## config.mk

```make
export PLATFORM = sky130hd
export DESIGN_NAME = secuenciador_alu
export DESIGN_NICKNAME = d
export VERILOG_FILES = /design/src/rtl/secuenciador_alu.sv
export SDC_FILE = /design/constraint.sdc
export NUM_CORES = 1
export LEC_CHECK = 0
export BUFFER_PORTS_ARGS = -buffer_cell sky130_fd_sc_hd__buf_2
export CAP_MARGIN = 40
export CORE_AREA = 2 2 57 113
export CTS_BUF_LIST = sky130_fd_sc_hd__clkbuf_8
export DETAILED_ROUTE_END_ITERATION = 12
export DIE_AREA = 0 0 59 115
export PLACE_DENSITY = 0.76
export SYNTH_ARGS = -nofsm -noshare
export SYNTH_HDL_FRONTEND = slang
export SYNTH_SLANG_ARGS = --single-unit
```

## constraint.sdc

```tcl
create_clock -name clk -period 2.2 [get_ports clk]
set_clock_uncertainty 0.15 [all_clocks]
set_input_delay 0.11 -clock clk [delete_from_list [all_inputs] [get_ports clk]]
set_output_delay 0.11 -clock clk [all_outputs]
set_load 0.01 [all_outputs]
```

## src/rtl/secuenciador_alu.sv

```systemverilog
// Purpose : issuing side of the ALU function/operand interface; registers requests, drives the ALU, captures corrected flags.
// Latency : request accepted in cycle T, ALU held stable in T+1 (EXEC), resValido high from cycle T+2 (DONE).
// Backpr. : opListo only in IDLE; the result is held in DONE until resValido&resListo, so one op per 3 cycles at best.
//
// Ports:
//   clk, rst_n                  clock, async active-low reset
//   opValida/opListo            request handshake; opCodigo, opA, opB, usarAcc request fields
//   funcionALU/vectorA/vectorB  registered drive into the ALU (change only on a legal acceptance)
//   resultado/zero/overflow     raw ALU outputs
//   resValido/resListo          result handshake; resDato, resZero, resOverflow, resError result fields
//   cuentaOps/cuentaErr         wrapping counters of legal completions / illegal opcodes
//
// Optional feature macro: SECUENCIADOR_ACUMULADOR_EN (accumulator feeding vectorA when usarAcc=1).
module secuenciador_alu #(
  parameter int BITS  = 8,
  parameter int FUNC  = 4,
  parameter int CNT_W = 16
) (
  input  logic             clk,
  input  logic             rst_n,
  input  logic             opValida,
  output logic             opListo,
  input  logic [FUNC-1:0]  opCodigo,
  input  logic [BITS-1:0]  opA,
  input  logic [BITS-1:0]  opB,
  input  logic             usarAcc,
  output logic [FUNC-1:0]  funcionALU,
  output logic [BITS-1:0]  vectorA,
  output logic [BITS-1:0]  vectorB,
  input  logic [BITS-1:0]  resultado,
  input  logic             zero,
  input  logic             overflow,
  output logic             resValido,
  input  logic             resListo,
  output logic [BITS-1:0]  resDato,
  output logic             resZero,
  output logic             resOverflow,
  output logic             resError,
  output logic [CNT_W-1:0] cuentaOps,
  output logic [CNT_W-1:0] cuentaErr
);

  localparam logic [FUNC-1:0] OP_ADD = FUNC'(0);
  localparam logic [FUNC-1:0] OP_SUB = FUNC'(1);
  localparam logic [FUNC-1:0] OP_XOR = FUNC'(2);
  localparam logic [FUNC-1:0] OP_AND = FUNC'(3);
  localparam logic [FUNC-1:0] OP_OR  = FUNC'(4);
  localparam logic [FUNC-1:0] OP_SHL = FUNC'(11);
  localparam logic [FUNC-1:0] OP_SHR = FUNC'(12);

  typedef enum logic [1:0] {IDLE, EXEC, DONE} estado_t;

  estado_t         estado, estado_sig;
  logic            acepta;
  logic            captura;
  logic            legal_in;
  logic            pend_err;     // the in-flight request carried an illegal opcode
  logic            ovf_resta;
  logic            ovf_calc;
  logic [BITS-1:0] opA_sel;

  function automatic logic es_legal(input logic [FUNC-1:0] c);
    case (c)
      OP_ADD, OP_SUB, OP_XOR, OP_AND, OP_OR, OP_SHL, OP_SHR: es_legal = 1'b1;
      default:                                               es_legal = 1'b0;
    endcase
  endfunction

  assign legal_in = es_legal(opCodigo);
  assign acepta   = opValida & opListo;
  assign captura  = (estado == EXEC);

  // State register
  always_ff @(posedge clk or negedge rst_n) begin
    if (!rst_n) estado <= IDLE;
    else        estado <= estado_sig;
  end

  // Next state and handshake outputs
  always_comb begin
    estado_sig = estado;
    opListo    = 1'b0;
    resValido  = 1'b0;
    case (estado)
      IDLE: begin
        opListo = 1'b1;
        if (opValida) estado_sig = EXEC;
      end
      EXEC: estado_sig = DONE;
      DONE: begin
        resValido = 1'b1;
        if (resListo) estado_sig = IDLE;
      end
      default: estado_sig = IDLE;
    endcase
  end

  // Subtract overflow is derived locally from the operands actually driven
  // into the ALU; the ALU's own overflow output is not trusted for op 1.
  assign ovf_resta = (vectorA[BITS-1] != vectorB[BITS-1]) &
                     (resultado[BITS-1] != vectorA[BITS-1]);

  always_comb begin
    ovf_calc = 1'b0;
    case (funcionALU)
      OP_ADD:  ovf_calc = overflow;
      OP_SUB:  ovf_calc = ovf_resta;
      default: ovf_calc = 1'b0;
    endcase
  end

`ifdef SECUENCIADOR_ACUMULADOR_EN
  logic [BITS-1:0] acc;

  always_ff @(posedge clk or negedge rst_n) begin
    if (!rst_n)                  acc <= '0;
    else if (captura && !pend_err) acc <= resultado;
  end

  assign opA_sel = usarAcc ? acc : opA;
`else
  // usarAcc stays on the port list for interface compatibility only.
  logic unused_usaracc;
  assign unused_usaracc = usarAcc;
  assign opA_sel        = opA;
`endif

  // ALU drive, result capture and counters
  always_ff @(posedge clk or negedge rst_n) begin
    if (!rst_n) begin
      funcionALU  <= '0;
      vectorA     <= '0;
      vectorB     <= '0;
      pend_err    <= 1'b0;
      resDato     <= '0;
      resZero     <= 1'b0;
      resOverflow <= 1'b0;
      resError    <= 1'b0;
      cuentaOps   <= '0;
      cuentaErr   <= '0;
    end else begin
      if (acepta) begin
        pend_err <= ~legal_in;
        // Illegal requests leave the ALU inputs untouched so the ALU is not reissued.
        if (legal_in) begin
          funcionALU <= opCodigo;
          vectorA    <= opA_sel;
          vectorB    <= opB;
        end
      end
      if (captura) begin
        if (pend_err) begin
          resDato     <= '0;
          resZero     <= 1'b0;
          resOverflow <= 1'b0;
          resError    <= 1'b1;
          cuentaErr   <= cuentaErr + CNT_W'(1);
        end else begin
          resDato     <= resultado;
          resZero     <= zero;
          resOverflow <= ovf_calc;
          resError    <= 1'b0;
          cuentaOps   <= cuentaOps + CNT_W'(1);
        end
      end
    end
  end

endmodule
```

==> results of run 1 <==
[placed cells by master, fill, tap and decap left out, types with 2 or more instances in the layout]
| master | count |
|---|---|
| sky130_fd_sc_hd__and3_1 | 3 |
| sky130_fd_sc_hd__ha_1 | 2 |
| sky130_fd_sc_hd__buf_2 | 98 |
| sky130_fd_sc_hd__nor2_1 | 14 |
| sky130_fd_sc_hd__mux2_2 | 10 |
| sky130_fd_sc_hd__inv_1 | 7 |
| sky130_fd_sc_hd__and2_1 | 2 |
| sky130_fd_sc_hd__nor3_1 | 5 |
| sky130_fd_sc_hd__nand2b_1 | 11 |
| sky130_fd_sc_hd__nand4_1 | 3 |
| sky130_fd_sc_hd__nand2_1 | 25 |
| sky130_fd_sc_hd__o21ai_0 | 13 |
| sky130_fd_sc_hd__xnor2_1 | 16 |
| sky130_fd_sc_hd__buf_4 | 2 |
| sky130_fd_sc_hd__dfrtp_1 | 64 |
| sky130_fd_sc_hd__xor2_1 | 14 |
| sky130_fd_sc_hd__mux2_4 | 10 |
| sky130_fd_sc_hd__dlygate4sd3_1 | 33 |
| sky130_fd_sc_hd__nand3_1 | 12 |
| sky130_fd_sc_hd__a32o_1 | 2 |
| sky130_fd_sc_hd__clkbuf_8 | 13 |
| sky130_fd_sc_hd__dfrtp_2 | 2 |
[registers in the layout, summed over array words and instances (netlist names), 2 cells and up]
name and count:
cuentaErr 16, cuentaOps 16, resDato 8, estado 2, vectorB 8, vectorA 8, funcionALU 4
[final cells by class]
cell class	count	area (sq um)
clock buffers	13	178.9
clock inverters	3	37.54
fillers	447	1916
inverters	6	27.53
multi-input cells	161	1157
flip-flops and latches	66	1654
well taps	63	78.83
repair buffers	134	855.8
[report_power, final]
| group | switching, mW | internal [mW] | leakage, nW |
|---|---|---|---|
| Combinational | 0.703 | 0.766 | 1.12 |
| Clock | 0.426 | 0.639 | 0.118 |
| Sequential | 0.310 | 1.59 | 0.845 |
| Total | 1.44 | 3.00 | 2.08 |
[what timing repair did]
item                                   in CTS  in global routing
hold buffers                               33                  0
setup endpoints to repair                   0                  1
endpoints found under the hold margin      96                  0
setup buffers                               0                  0
gates resized for setup                     0                  4
[per-layer routing]
metal | GRT usage | vias to the layer above | share of wire
met3 | 0.06299 | 7 | 0.073
met5 | 0 | - | 0
met2 | 0.3422 | 102 | 0.51
li1 | - | 1094 | -
met4 | 0.08182 | 0 | 0.016
met1 | 0.2359 | 1090 | 0.40
[stage by stage]
stage          instances  total power, mW  cell area [sq um]    util  worst slack (ns)
2_1_floorplan        238            2.718               2867       -            0.4300
3_5_place_dp         397            3.293               3433  0.5814            0.2807
5_1_grt              446            4.730               3990  0.6756           0.02349
3_3_place_gp         397            3.234               3433  0.5814            0.2867
4_1_cts              446            4.429               3980  0.6739           0.04461
6_report             446            4.440               3990  0.6756            0.1130
[critical path: stages, from the launching register on]
cell and delay [ns]:
sky130_fd_sc_hd__dfrtp_2 0.44, sky130_fd_sc_hd__or3b_4 0.47, sky130_fd_sc_hd__o31ai_2 0.22, sky130_fd_sc_hd__o21ai_0 0.12, sky130_fd_sc_hd__dlygate4sd3_1 0.57
[logic make-up (layout without fill, tap and decap cells)]
logic type | count (synthesis) | in the layout
simple gates | 87 | 87
flops | 66 | 66
xor+xnor | 30 | 30
compound gates | 22 | 22
mux | 20 | 20
buf+inv | 11 | 156
fa+ha+maj | 2 | 2
[path summary, 6_finish.rpt]
| path | start | to | slack [ns] | cells past startpoint |
|---|---|---|---|---|
| max in group asynchronous | rst_n | cuentaOps[13]$_DFFE_PN0P_ | 1.26 | 3 |
| min in group asynchronous | rst_n | cuentaOps[15]$_DFFE_PN0P_ | 0.17 | 3 |
| setup / recovery | estado[1]$_DFFE_PN0P_ | funcionALU[2]$_DFFE_PN0P_ | 0.11 | 4 |
| hold / removal | overflow | resOverflow$_DFFE_PN0N_ | 0.05 | 4 |
| setup reg to reg | estado[1]$_DFFE_PN0P_ | funcionALU[2]$_DFFE_PN0P_ | 0.11 | 4 |
| hold reg to reg | cuentaErr[15]$_DFFE_PN0P_ | cuentaErr[15]$_DFFE_PN0P_ | 0.32 | 1 |
==> impl.org, run 1 <==
** Synth
- The portion of synthesized area spent on multiplexers is 0.09166.
- Of the total synthesized cell area, the portion taken by XOR and XNOR cells is 0.09166.
- The share of synthesized area in the top cell type comes to 0.5762.
- Ranked by total cell area, the synthesized netlist is headed by sky130_fd_sc_hd__dfrtp_1 (58%), sky130_fd_sc_hd__mux2_4 (5.2%), sky130_fd_sc_hd__xnor2_1 (4.9%).
- EDFF count, synth :: 0
- Number of distinct library cells after synthesis :: 40
- The synthesized-area fraction occupied by ao, oa, aoi and oai cells came to 0.04670.
- Counting every net in the synthesized netlist gives 275.
- Adder and majority cell fraction of the synthesized area :: 0.008730
- By area, the combinational part of the netlist is dominated by simple AND/OR/NAND/NOR gates.
- Yosys top cell by area :: sky130_fd_sc_hd__dfrtp_1
- Cell Area, Synth :: 2866 sq um
- Commonest cells in the synthesized netlist :: sky130_fd_sc_hd__dfrtp_1 (66), sky130_fd_sc_hd__nand2_1 (25), sky130_fd_sc_hd__xnor2_1 (16)
- Yosys reg bits :: 66
- Most used standard cell by instance count after synthesis :: sky130_fd_sc_hd__dfrtp_1
- Portion of the post-synthesis area used by sequential elements :: 0.5762
- For this run, the leading register cell type out of synthesis is sky130_fd_sc_hd__dfrtp_1.
- After synthesis, the share of flip-flops with an asynchronous set or reset is 1.000.
- The average instance in the mapped netlist occupies between 10 and 15 sq um.
- The Yosys step of the flow raised 0 warnings.
- Of the total synthesized cell area, the portion taken by AND, OR, NAND and NOR gates is 0.1624.
- Gate count of the mapped netlist :: 238

** Floorplan
- During I/O placement, the number of pins put on the boundary was 100.
- The floorplan step defined a die boundary enclosing about 6800 sq um.
- Width of the die :: around 59 um
- The floorplan has 40 rows.
- The die is 115 um tall.
- The initial utilization of the core area, before any placement, comes to 0.4854.
- The core region is around 6000 sq um.

** Worst setup path
- In this run the worst path has a maximum fanout of 7.
- Critical path start-end classification :: reg2reg
- Required time at the endpoint of the critical path :: 2.27 ns
- The worst setup path is captured at a flip-flop.
- STA classifies the critical path startpoint as a flip-flop.
- Worst path arrival time :: roughly 2.2 ns

** STA
- RSZ-0062 raised after global routing :: no
- Summed over all failing endpoints, the final setup total negative slack is 0 ns.
- At the pin with the least slew margin, the transition time is about 0.46 ns.
- The count of endpoints failing hold in the final timing report came to 0.
- Final Max Tran Viols :: 0
- Max Freq :: 479.2 MHz
- Total setup violations reported at the end of the flow :: 0
- The smallest clock period supported by the final layout is computed as about 2.1 ns.
- Of the available clock period, the critical path in the final layout requires 0.9486.
- Hold timing on the final database bottoms out at a slack of between 0.05 and 0.06 ns.
- Max-Slew Margin vs Limit :: 0.6884

** GRT
- Via count of the first global-routing pass :: roughly 2300
- The first global-routing pass estimated 10470 um of wire.
- Total Routing Usage GR :: 0.2035
- Antenna violations before repair :: 0
- Global routing finished with a remaining overflow of 0.
- Largest net degree at the start of global routing :: 65

** Final layout
- The number of antenna diodes in the final layout is 0.
- Layout net count :: 415
- Synth-to-layout area growth :: 39.20%
- Share of cells above drive strength 1 :: 0.3760

** Route
- Dividing the detail-routed wire length by the instance count gives approximately 14 um.
- In the routed design, unresolved DRC markers number 0.
- For this block, the initial DRC count from the detailed router was 90.
- Wire length after detailed routing :: approximately 6300 um
- After detailed routing, the number of vias per cell comes to 5.141.
- The count of nets left with antenna violations once routing finished came out at 0.
- The routed layout has 2293 vias.
- The pre-antenna-repair detailed-routing pass consisted of 4 iterations.

** Clock tree
- Counting every sink on the clock net gives 66.
- Clock tree from TritonCTS :: yes
- CTS root buf :: sky130_fd_sc_hd__clkbuf_8
- Number of levels the H-tree was split into :: 3
- The longest clock path from root to sink contains 2 buffers.
- Clock-pin slew of the registers on the worst-case setup and hold paths :: roughly 0.07 ns
- TritonCTS Buffers :: 9
- Clk Latency, worst-skew pair :: approximately 0.34 ns

** Run
- The tool flagged a number of max-cap violations equal to 0.

** Run status
- Status :: completed

** Power
- Leakage dissipation :: 2.083 nW
- Power density of the placed cells :: between 1000 and 1500 nW/um^2
- Worst supply voltage drop on vdd :: ~0.69 mV

** Hold path
- Min-Delay Path Class :: in2reg

** Place
- RePlAce Congestion :: ~0.8
- Post-detailed-placement half-perimeter wirelength :: between 3000 and 4000 um
- Port buffering added 98 buffers.
Power figures use the tool's default switching activity.
==> run 2: changes to the inputs <==
Settings changed: CTS_BUF_LIST sky130_fd_sc_hd__clkbuf_8 to not set, SKIP_CTS_REPAIR_TIMING set to 1.
==> impl.org, run 2 (synthesized netlist as in run 1, its figures left out) <==
** Worst setup path
- Required time at the endpoint of the critical path :: ~2.3 ns
- Critical path start-end classification :: reg2reg
- Endpoint of the lowest-slack register-to-register path :: vectorA[4]$_DFFE_PN0P_
- STA classifies the critical path startpoint as a flip-flop.
- Register-to-Register Setup Slack :: approximately 0.31 ns
- Tracing the worst setup path back leads to its startpoint at estado[0]$_DFFE_PN0P_.
- Kind of end point of the critical path :: flip-flop
- Worst path arrival time :: 1.95 ns
- In this run the worst setup path terminates at vectorA[4]$_DFFE_PN0P_.
- Of all nets on the critical path, the largest fanout is 18.
- The worst register-to-register path has a depth of 4.
- Launch instance of the worst register-to-register path :: estado[0]$_DFFE_PN0P_

** Clock tree
- TritonCTS built the clock tree.
- The clock tree synthesis step divided the H-tree into 3 levels.
- Clock sink count :: 66
- CTS root buf :: sky130_fd_sc_hd__clkbuf_16
- The longest clock path from root to sink contains 2 buffers.
- After clock tree synthesis, the clock-pin slew on the worst setup and hold paths is around 0.050 ns.
- TritonCTS Buffers :: 9
- At the later pin of the worst-skew pair, clock insertion delay measures between 0.3 and 0.4 ns.

** Power
- The share of total power dissipated in combinational logic is 0.300.
- Part of the total power dissipated in sequential elements :: 0.394
- The internal portion of the total power is roughly 3.3 mW.
- The share of total power dissipated in the clock network is 0.306.
- Power density of the placed cells :: about 1200 nW/um^2
- Net Sw Power :: 1.481 mW
- Worst supply voltage drop on vdd :: slightly below 0.8 mV
- Sum of internal, switching and leakage power :: 4.821 mW
- Sw frac :: 0.3071
- The analysis attributes to cell leakage a power of 2.114 nW.

** STA
- Measured against its own limit, the worst slew margin works out to 0.6909.
- Worst-case hold slack :: -0.01545 ns
- Max Freq :: between 500 and 600 MHz
- In the post-route analysis, the smallest setup slack over all paths is approximately 0.31 ns.
- Min Tclk post-route :: 1.891 ns
- Final Hold Viols :: 1
- RSZ-0062 raised after global routing :: no
- Dividing the final minimum period by the clock period gives 0.8594.
- Final Max Tran Viols :: 0
- For the final routed database, the setup TNS stands at 0 ns.
- Setup violations remaining at the end of the flow were counted as 0.
- At the pin with the least slew margin, the transition time is 0.4595 ns.

** Place
- Post-Place Cell Area :: around 3400 sq um
- IO buf count :: 98
- Post-Place Worst Slack :: around 0.28 ns
- RePlAce Congestion :: about 0.78
- Once detailed placement completed, the half-perimeter wirelength came to around 4000 um.

** Final layout
- Compared with the post-synthesis result, the final layout area differs by 41.69%.
- With fillers left out, the area of the finished cells amounts to between 4000 and 5000 sq um.
- Antenna cells :: 0
- Most common cell after layout, fill and taps aside :: sky130_fd_sc_hd__buf_2
- The top cell types in the final layout, fill and taps aside, are sky130_fd_sc_hd__buf_2 (98), sky130_fd_sc_hd__dfrtp_1 (66), sky130_fd_sc_hd__dlygate4sd3_1 (31).
- Layout filler cell count :: 446
- In the final layout, the share of cells above drive strength 1 is 0.3675.
- Layout net count :: 413
- Registers take 1652 sq um.
- Summing all multi-input logic gate instances after layout gives between 1000 and 1500 sq um.
- Leading registers by flop count :: cuentaErr (16), cuentaOps (16)

** Route
- DR pass1 iterations :: 4
- Wire length after detailed routing :: about 6300 um
- Detailed routing inserted a total of 2296 vias.
- In the routed layout, each cell is associated on average with a via count of about 5.2.
- In the final routed layout, each cell accounts on average for roughly 14 um.
- The detail route stage leaves a number of antenna-violating nets equal to 0.
- The first routing iteration left between 80 and 90 violations.
- For this run, design rule violations remaining after detail routing come to 0.

** Floorplan
- Count of pins on the block boundary :: 100
- The initialized floorplan defines 40 standard-cell rows.
- The die covers approximately 6800 sq um.
- Measured along the x axis, the die boundary spans just under 60 um.
- Initial core utilization :: 0.4854
- Die extent in y :: between 100 and 150 um
- The core region is 5906 sq um.

** GRT
- Largest net degree at the start of global routing :: 65
- Antenna violations before repair :: 0
- The via count of the first global-routing pass was 2023.
- In the global route stage, overall resource usage came out at 0.1770.
- Global-route wire length before repair :: ~9100 um
- For this run the aggregate overflow at the end of global routing stands at 0.

** Hold path
- Counting instances, the worst hold path has a depth of 3.
- Min-Delay Path Class :: in2reg

** Run
- Max-cap violations in this run came to 0.

** Run status
- The flow ran to the end, but the final reports show violations.
- The checks that failed: hold timing.
-- run 2: changes by cell type in the layout (fill, tap and decap cells not counted), sizes merged --
cell,before,now
clkbuf,13,15
inv,8,6
dlygate4sd3,33,31
-- run 2: worst min-delay path by stage --
stage | start | end | slack (ns)
5_1_grt | opCodigo[3] | funcionALU[2]$_DFFE_PN0P_ | 0.008
3_5_place_dp | rst_n | cuentaOps[13]$_DFFE_PN0P_ | -0.23
3_3_place_gp | rst_n | cuentaOps[13]$_DFFE_PN0P_ | -0.23
6_report | opCodigo[3] | funcionALU[3]$_DFFE_PN0P_ | -0.02
2_1_floorplan | rst_n | cuentaErr[0]$_DFFE_PN0P_ | -0.34
4_1_cts | rst_n | cuentaOps[13]$_DFFE_PN0P_ | -0.59
-- run 2: layer usage --
| metal | global-route usage | vias to the layer above | wire length (um) |
|---|---|---|---|
| met5 | 0 | - | 0 |
| met4 | 0.09091 | 0 | 92 |
| met3 | 0.06299 | 7 | 490 |
| met2 | 0.2570 | 110 | 3164 |
| met1 | 0.2309 | 1088 | 2570 |
| li1 | - | 1091 | - |
-- run 2: metrics by stage --
step / util / std cells
5_1_grt: 0.6877 / 444
4_1_cts: 0.6352 / 413
3_3_place_gp: 0.5814 / 397
3_5_place_dp: 0.5814 / 397
6_report: 0.6877 / 444
2_1_floorplan: - / 238
-- run 2: final cells by class --
type,instances,share of cell area
multi-input combinational,161,0.2831
inverter,6,0.006778
timing repair buffer,132,0.2058
clock inverter,1,0.007394
clock buffer,15,0.07086
sequential,66,0.4067
tap,63,0.01941
-- run 2: critical path: stages, from the launching register on --
cell and delay, ns:
sky130_fd_sc_hd__dfrtp_1 0.44, sky130_fd_sc_hd__or3b_1 0.53, sky130_fd_sc_hd__inv_6 0.11, sky130_fd_sc_hd__nand2_4 0.17, sky130_fd_sc_hd__mux2_4 0.36
-- run 2: power by group through the flow --
stage	Combinational [mW]	Clock, mW	Sequential (mW)
after global placement	1.36	0	1.87
final	1.45	1.48	1.90
after global routing	1.61	1.56	1.95
after detailed placement	1.39	0	1.90
after floorplan	0.688	0	2.03
after CTS	1.40	1.51	1.89
==> run 3: changes to the inputs <==
Settings changed: CELL_PAD_IN_SITES_DETAIL_PLACEMENT set to 2, CELL_PAD_IN_SITES_GLOBAL_PLACEMENT set to 2, CORE_AREA 2 2 57 113 to 2 2 71 141, DIE_AREA 0 0 59 115 to 0 0 73 143.
==> impl.org, run 3 (synthesized netlist as in run 1, its figures left out) <==
** Final layout
- Across the whole layout, storage elements account for around 1700 sq um.
- Leaving out fill and tap cells, the most frequent cell in the layout is sky130_fd_sc_hd__buf_2.
- Leading registers by flop count :: cuentaErr (16), cuentaOps (16)
- Summing all multi-input logic gate instances after layout gives between 1000 and 1500 sq um.
- 0 antenna diodes ended up in the layout.
- Layout net count :: 413
- After routing the design area is roughly 4000 sq um.
- Measured on the finished design, the core utilization comes to 0.4396.
- From synthesis to final layout, the design area changed by 42.95%.
- Excluding fillers, the count of instances in the completed layout stands at roughly 490.
- The top cell types in the final layout, fill and taps aside, are sky130_fd_sc_hd__buf_2 (98), sky130_fd_sc_hd__dfrtp_1 (66), sky130_fd_sc_hd__dlygate4sd3_1 (30).
- Layout filler cell count :: between 900 and 1000
- In the final layout, the share of cells above drive strength 1 is 0.3753.

** STA
- Min setup slack post-route :: 0.2679 ns
- Max Freq :: roughly 520 MHz
- Headroom to the max-slew limit came out at 0.7581.
- RSZ-0062 raised after global routing :: no
- Transition time of the tightest slew-check pin :: between 0.3 and 0.4 ns
- Across all hold checks on the routed design, the worst slack comes to -0.01558 ns.
- Min Tclk post-route :: about 1.9 ns
- Total setup violations reported at the end of the flow :: 0
- The count of endpoints failing hold in the final timing report came to 1.
- The max-slew violation count was 0.
- Dividing the final minimum period by the clock period gives 0.8782.
- Setup total negative slack on the finished layout was measured at 0 ns.

** Place
- IO buf count :: 98
- The number of placed instances, taps included, is ~440.
- OpenSTA, run right after detailed placement, puts the worst setup slack at roughly 0.27 ns.
- RePlAce Congestion :: just over 0.7
- Post-detailed-placement half-perimeter wirelength :: 5593 um
- Summing all placed instances gives a cell area of ~3500 sq um.

** Worst setup path
- Maximum fanout along the worst path :: 18
- Kind of end point of the critical path :: flip-flop
- Data on the critical path arrives at its endpoint at around 2.0 ns.
- In this design, the stage delay of the slowest critical-path cell is approximately 0.55 ns.
- Critical path start-end classification :: reg2reg
- Register-to-Register Setup Slack :: 0.27 ns
- Register-to-Register Path Depth :: 4
- Slowest CP cell :: sky130_fd_sc_hd__or3b_1
- STA classifies the critical path startpoint as a flip-flop.
- At the worst endpoint, the required time is about 2.3 ns.
- Series of cell instances along the critical path :: or3b_1, inv_6, nand2_4, mux2_4
- Endpoint of the lowest-slack register-to-register path :: vectorA[6]$_DFFE_PN0P_
- The startpoint identified for the worst register-to-register timing path is estado[1]$_DFFE_PN0P_.

** Run status
- The run finished, with violations left.
- The checks that failed: hold timing.

** GRT
- The total overflow left after global routing is 0.
- In the global route stage, overall resource usage came out at 0.1545.
- Global-route wire length before repair :: roughly 12000 um
- The via count of the first global-routing pass is roughly 2500.
- Antenna violations before repair :: 0
- Largest net degree at the start of global routing :: 67

** Clock tree
- Clock sink count :: 66
- CTS placed an instance of sky130_fd_sc_hd__clkbuf_16 at the clock tree root.
- Clk Latency, worst-skew pair :: roughly 0.33 ns
- Clk buf depth :: 2
- Clock tree from TritonCTS :: yes
- The clock tree synthesis step divided the H-tree into 3 levels.
- Clock-pin slew was measured on the worst setup and hold paths at 0.05 ns.
- TritonCTS Buffers :: 9

** Route
- Final ANT Viol Nets :: 0
- DR pass1 iterations :: 4
- For this block, the via count after detailed routing is between 2000 and 2500.
- Using the TritonRoute via totals, the vias-per-cell ratio works out to slightly below 5.
- Total DRC errors in the routed layout :: 0
- In the final routed layout, each cell accounts on average for 17.24 um.
- Wire length after detailed routing :: 8359 um
- Count of routing violations after the opening detailed-route iteration :: 48

** Floorplan
- The floorplan step defined a die boundary enclosing between 10000 and 15000 sq um.
- Width of the die :: approximately 73 um
- Count of pins on the block boundary :: 100
- In this run the vertical extent of the chip is between 100 and 150 um.
- Area of the core region :: between 9000 and 10000 sq um
- In this run the core area contains 50 standard-cell rows.
- For this configuration, the core starts out at a cell density of 0.3075.

** Hold path
- The worst hold path begins at opCodigo[3].
- For hold timing, the worst endpoint is funcionALU[3]$_DFFE_PN0P_.
- The worst hold path passes through 3 cells.
- Min-Delay Path Class :: in2reg

** Power
- Summing internal, switching and leakage power gives about 4.9 mW.
- Leakage dissipation :: about 2.1 nW
- Power density of the placed cells :: roughly 1200 nW/um^2
- Worst supply voltage drop on vdd :: approximately 0.58 mV

** Run
- Max-cap violations in this run came to 0.
-- run 3: cell types whose count changed in the layout (fill, tap and decap cells not counted), sizes merged --
cell	change
clkbuf	-4
dlygate4sd3	-1
clkinvlp	+1
clkinv	+3
buf	+1
-- run 3: worst max-delay path by stage --
stage,cells after the start,end,from
final,4,vectorA[6]$_DFFE_PN0P_,estado[1]$_DFFE_PN0P_
after detailed placement,4,vectorA[3]$_DFFE_PN0P_,estado[0]$_DFFE_PN0P_
after floorplan,6,funcionALU[0]$_DFFE_PN0P_,estado[1]$_DFFE_PN0P_
after global routing,4,cuentaErr[15]$_DFFE_PN0P_,estado[1]$_DFFE_PN0P_
after global placement,4,cuentaErr[15]$_DFFE_PN0P_,estado[1]$_DFFE_PN0P_
after CTS,5,cuentaErr[10]$_DFFE_PN0P_,estado[1]$_DFFE_PN0P_
-- run 3: final cells by class --
| cell class | instances | share of cell area |
|---|---|---|
| Timing Repair Buffer | 132 | 0.2034 |
| Inverter | 6 | 0.006718 |
| Clock buffer | 11 | 0.06168 |
| Clock inverter | 5 | 0.01282 |
| Multi-Input combinational cell | 161 | 0.2806 |
| Sequential cell | 66 | 0.4031 |
| Tap cell | 104 | 0.03176 |
-- run 3: power by group --
part / switching (mW) / internal (mW)
sequential: 0.321 / 1.59
combinational: 0.755 / 0.749
clock: 0.524 / 0.932
total: 1.60 / 3.27
-- run 3: layer usage --
layer | track usage | vias up | wire, um
met5 | 0 | - | 0
met2 | 0.2864 | 71 | 4918
met3 | 0.04587 | 14 | 332
met1 | 0.1507 | 1159 | 2918
met4 | 0.07018 | 0 | 191
li1 | - | 1085 | -
-- run 3: worst max-delay path, delay by kind of cell, from the launching register on --
kind                   cells  cell delay [ns]
and+or+nand+nor            2             0.73
DFF                        1             0.44
buffers and inverters      1             0.11
muxes                      1             0.37
